## src/rtl/timer.sv

```systemverilog
// DIV/TIMA/TMA/TAC timer peripheral on the CPU bus, with the DMG falling-edge tick quirks
// and the delayed TMA reload after a TIMA overflow.
module timer #(
  parameter logic [15:0] BASE_ADDR = 16'hFF04
) (
  input  logic        clk,
  input  logic        rst,
  input  logic [15:0] a,
  input  logic [7:0]  din,
  output logic [7:0]  dout,
  input  logic        rd,
  input  logic        wr,
  output logic        hit,
  output logic        int_tim_req,
  input  logic        int_tim_ack
);

  typedef enum logic [1:0] {StRun, StOvf, StReload} state_e;

  state_e      state_q;
  logic [15:0] cnt_q;
  logic [7:0]  tima_q;
  logic [7:0]  tma_q;
  logic [2:0]  tac_q;
  logic [1:0]  ovf_cnt_q;
  logic        t_q;
  logic        int_q;

  logic [15:0] off;
  logic [7:0]  rdata;
  logic        sel;
  logic        t;
  logic        tick;
  logic        wr_div, wr_tima, wr_tma, wr_tac;

  assign off = a - BASE_ADDR;
  assign hit = (off < 16'd4);

  assign wr_div  = wr && hit && (off[1:0] == 2'd0);
  assign wr_tima = wr && hit && (off[1:0] == 2'd1);
  assign wr_tma  = wr && hit && (off[1:0] == 2'd2);
  assign wr_tac  = wr && hit && (off[1:0] == 2'd3);

  always_comb begin
    rdata = 8'hFF;
    unique case (off[1:0])
      2'd0:    rdata = cnt_q[15:8];
      2'd1:    rdata = tima_q;
      2'd2:    rdata = tma_q;
      default: rdata = {5'b11111, tac_q};
    endcase
    dout = (rd && hit) ? rdata : 8'hFF;
  end

  always_comb begin
    sel = 1'b0;
    unique case (tac_q[1:0])
      2'b00:   sel = cnt_q[9];
      2'b01:   sel = cnt_q[3];
      2'b10:   sel = cnt_q[5];
      default: sel = cnt_q[7];
    endcase
  end

  // t is derived from the registered cnt/TAC, so a DIV or TAC write that pulls t low
  // produces a falling edge one clock later, just like a natural tick.
  assign t    = tac_q[2] & sel;
  assign tick = t_q & ~t;

  assign int_tim_req = int_q;

  always_ff @(posedge clk) begin
    if (rst) begin
      state_q   <= StRun;
      cnt_q     <= 16'h0000;
      tima_q    <= 8'h00;
      tma_q     <= 8'h00;
      tac_q     <= 3'b000;
      ovf_cnt_q <= 2'd0;
      t_q       <= 1'b0;
      int_q     <= 1'b0;
    end else begin
      cnt_q <= wr_div ? 16'h0000 : cnt_q + 16'd1;
      t_q   <= t;
      if (wr_tma) tma_q <= din;
      if (wr_tac) tac_q <= din[2:0];
      if (int_tim_ack) int_q <= 1'b0;

      unique case (state_q)
        StRun: begin
          if (wr_tima) begin
            tima_q <= din;
          end else if (tick) begin
            if (tima_q == 8'hFF) begin
              tima_q    <= 8'h00;
              ovf_cnt_q <= 2'd2;
              state_q   <= StOvf;
            end else begin
              tima_q <= tima_q + 8'd1;
            end
          end
        end
        StOvf: begin
          // A TIMA write here cancels the pending reload and its interrupt.
          if (wr_tima) begin
            tima_q  <= din;
            state_q <= StRun;
          end else if (ovf_cnt_q == 2'd0) begin
            state_q <= StReload;
          end else begin
            ovf_cnt_q <= ovf_cnt_q - 2'd1;
          end
        end
        StReload: begin
          tima_q  <= wr_tma ? din : tma_q;
          int_q   <= 1'b1;
          state_q <= StRun;
        end
        default: state_q <= StRun;
      endcase
    end
  end

endmodule
```

## config.mk

```make
export PLATFORM = sky130hd
export DESIGN_NAME = timer
export DESIGN_NICKNAME = d
export VERILOG_FILES = /design/src/rtl/timer.sv
export SDC_FILE = /design/constraint.sdc
export NUM_CORES = 1
export LEC_CHECK = 0
export CORE_ASPECT_RATIO = 0.9
export CORE_MARGIN = 5
export CORE_UTILIZATION = 40
export CTS_BUF_LIST = sky130_fd_sc_hd__clkbuf_16
export DETAILED_ROUTE_END_ITERATION = 12
export PLACE_DENSITY = 0.72
export SETUP_SLACK_MARGIN = 0.02
export SLEW_MARGIN = 20
export SYNTH_ARGS = -nofsm -noshare
export SYNTH_HDL_FRONTEND = slang
export SYNTH_SLANG_ARGS = --single-unit
```

## constraint.sdc

```tcl
create_clock -name clk -period 6.2 [get_ports clk]
set_input_delay 1.86 -clock clk [delete_from_list [all_inputs] [get_ports clk]]
set_output_delay 1.86 -clock clk [all_outputs]
set_load 0.02 [all_outputs]
```

==> run metrics, run 1 <==
average vias per placed instance=5.648; arrival time at the worst endpoint=4090 ps; Final nets=367; number of levels in the clock H-tree=2; simple-gate portion of the synthesized area=25.04%; portion of total power attributed to combinational logic=7.4%; vias in the first global route=2225; mux contribution to synthesized area=10.50%; multi-input logic area=1568 µm²; count of antenna-violating nets left after detailed routing=0; Ant. Diodes=0; fraction of the mapped netlist area in adder cells=3.534%; final critical-path share of the clock period=95.95%; Post-Synthesis Cell Area=2479 µm²; minimum clock period after layout=5949 ps; Top Ports=39; PostCTS Resize Cnt=0; worst setup skew after layout=4.339 ps; crit start category=input pin; sequential cell fraction of total power=48.1%; timing-limited maximum frequency=168.1 MHz; total routing resource utilization after global routing=17.06%; flip-flop cell with the highest count after synthesis=dfxtp_1; height of the die=84.68 µm; xor/xnor share of the synthesized area=5.300%; area leader, netlist=dfxtp_1; gate count of the mapped netlist=294; half-perimeter wire length of the detailed placement result=4.801 mm; maximum root-to-sink buffer count=2; combinational family with the most area after synthesis=simple AND/OR/NAND/NOR gates; leading cell types by total area after synthesis=dfxtp_1 (33%), nand2_1 (5.3%), nor2_1 (4.8%), a21oi_1 (3.6%), mux2_2 (3.6%); sw frac=21.80%; ordered list of cells on the worst path=clkdlybuf4s50_1 -> or4b_4 -> nor4_1 -> and2_2 -> nand2b_1 -> clkdlybuf4s50_1; design internal power=432.6 µW; post-synth cell types=56; post-synth net total=330; total overflow reported by the global router=0; Fin Setup TNS=0 ps; vias post-DR=2276; sequential cell area=820.8 µm²; area of the core=6081 µm²; pin slew with the least headroom to its limit=678.6 ps; setup repair after global routing missed its margin=false; number of synthesized flops with an enable pin=0; number of flip-flops and latches in the synthesized netlist=41; largest net degree at the start of global routing=24; most frequently used cell type in the post-synthesis netlist=dfxtp_1; met2 routing resource usage after global routing=27.27%; max-slew violation count=0; average wire per standard cell=15.94 µm; antenna violations before repair=0; buffers added on ports=38; met3 track demand over resource=4.839%; number of fill cells=586; number of violations reported at the end of detailed-routing iteration 0=162; most used routing layer=met2; buffer type at the clock tree root=clkbuf_16; share of synthesized flip-flops with an asynchronous set or reset=0%; Power Dens Cells=180.9 nW/µm²; Yosys warning count=0; row count=27; effective utilization at floorplan=40.76%; endpoints failing hold=0; hold buffer count at cts=0; critical-path cell with the highest stage delay=or4b_4; clk slew on worst S/H paths=60 ps; share of post-route cells with drive strength above 1=9.668%; type of the most critical hold path=reg -> reg; Final setup viols=0; met1 usage in global routing=22.49%; largest vdd supply drop=105.0 µV; WP data required=4340 ps; Pre-Repair DR Iteration Count=4; max-cap violation count=0; drt drc=0; Max transition margin=54.76%; Die Area=7873 µm²; portion of the post-synthesis area used by sequential elements=33.11%; CTS buffer count=5; status=finished, final reports clean; later-pin clock latency in the skew report=280 ps; Setup crit end kind=output pin; delay of the slowest critical-path stage=570 ps; Most common cell on crit path=clkdlybuf4s50_1; hold slack=437.3 ps; Layout Area Growth over Synthesis=23.42%; drt total wl=6.424 mm; Critical Path Fanout Max=8; Critical Setup Path Class=in -> out; first-pass GRT wire length=10.81 mm; switching component of the power=120.6 µW; mean post-synth cell area=8.431 µm²; CTS Sinks=41; Post-CTS Repair Setup Buffers=0; clock share of power=44.4%; leakage power of the design=0.001061 µW; synth cell count leaders=dfxtp_1 (41), nand2_1 (35), nor2_1 (32); die extent in x=92.98 µm; compound-gate portion of the synthesized area=18.83%; proportion of netlist area held by the largest area contributor=33.11%; Placer Congestion=0.8718; clock tree from TritonCTS=built
## worst paths after layout
path / start / end / slack, ps / cells after the start
setup / recovery: a[5] / dout[2] / 250 / 6
hold / removal: cnt_q[0]$_SDFF_PP0_ / cnt_q[0]$_SDFF_PP0_ / 440 / 1
setup reg to reg: state_q[1]$_SDFFE_PP0P_ / tima_q[7]$_SDFFE_PP0P_ / 4100 / 7
hold reg to reg: cnt_q[0]$_SDFF_PP0_ / cnt_q[0]$_SDFF_PP0_ / 440 / 1
## cells by family after synthesis
| family | after synthesis |
|---|---|
| adder cells (fa/ha/maj) | 7 |
| multiplexers | 20 |
| XOR/XNOR | 15 |
| flip-flops | 41 |
| AO/OA/AOI/OAI | 67 |
| buffers and inverters | 22 |
| AND/OR/NAND/NOR | 122 |
## worst max-delay path, delay by kind of cell
kind	cells	cell delay [ps]
AND/OR/NAND/NOR	4	1280
buffers and inverters	2	940
## cells in the final DEF (no fill, tap or decap), types with 2 or more instances in the layout
cell / netlist / routed
o31ai_1: 3 / 3
nand3_1: 12 / 12
a31oi_1: 3 / 3
a211oi_1: 5 / 5
dfxtp_1: 41 / 41
o41ai_1: 2 / 2
clkbuf_16: 0 / 5
inv_1: 11 / 11
nor2b_1: 2 / 2
nand2b_1: 6 / 6
and2_1: 5 / 4
mux4_2: 4 / 4
o21ai_1: 3 / 3
nor2_1: 32 / 32
mux2i_1: 8 / 8
nor3b_1: 2 / 2
nand4_1: 9 / 9
mux2_2: 8 / 8
xnor2_1: 6 / 6
nand2_1: 35 / 35
xor2_1: 9 / 9
nand2_2: 2 / 2
or3_1: 2 / 2
ha_1: 7 / 7
o21ai_0: 11 / 11
nand3b_1: 2 / 2
buf_4: 0 / 3
a21oi_1: 18 / 18
nand4b_1: 2 / 2
nor3_1: 4 / 4
clkdlybuf4s50_1: 0 / 38
o22ai_1: 6 / 6
## routing by layer
metal / wire [µm] / vias to the layer above / share of wire, %
met5: 0 / - / 0
met4: 46 / 0 / 0.72
met3: 335 / 4 / 5.2
met2: 3014 / 56 / 47
met1: 3026 / 1073 / 47
li1: - / 1143 / -
## power by group through the flow
stage	combinational, µW	clock [µW]	sequential, µW
2_1_floorplan	15.9	0	272
3_3_place_gp	40.0	0	272
3_5_place_dp	41.1	0	272
4_1_cts	41.3	252	266
5_1_grt	43.6	268	266
6_report	41.1	246	266
## stage by stage
step	cell area, µm²	total power, µW	worst slack [ps]	std cells	utilization, %
5_1_grt	3059	578.1	105.0	403	50.31
3_5_place_dp	2922	313.2	139.7	396	48.05
3_3_place_gp	2922	312.1	200.0	396	48.05
6_report	3059	553.3	251.4	403	50.31
4_1_cts	3058	559.5	134.5	403	50.29
2_1_floorplan	2479	287.8	453.0	294	-
## layout make-up
type                            count  share of cell area, %
Multi-Input combinational cell    231                  51.25
Clock buffer                        5                  4.090
Inverter                           11                  1.350
Tap cell                           72                  2.945
Timing Repair Buffer               41                  13.17
Sequential cell                    41                  26.83
Clock inverter                      2                 0.3681
## flip-flops by register name (all words and copies together) (netlist names)
register     count
cnt_q           16
int_tim_req      1
ovf_cnt_q        2
state_q          2
t_q              1
tac_q            3
tima_q           8
tma_q            8
No activity file was read; power rests on OpenSTA's default activity.
==> inputs of run 2 (changes only) <==
CAP_MARGIN = 25   (was default)
==> results of run 2 <==
Final layout, timing and power as in run 1 (identical DEF).
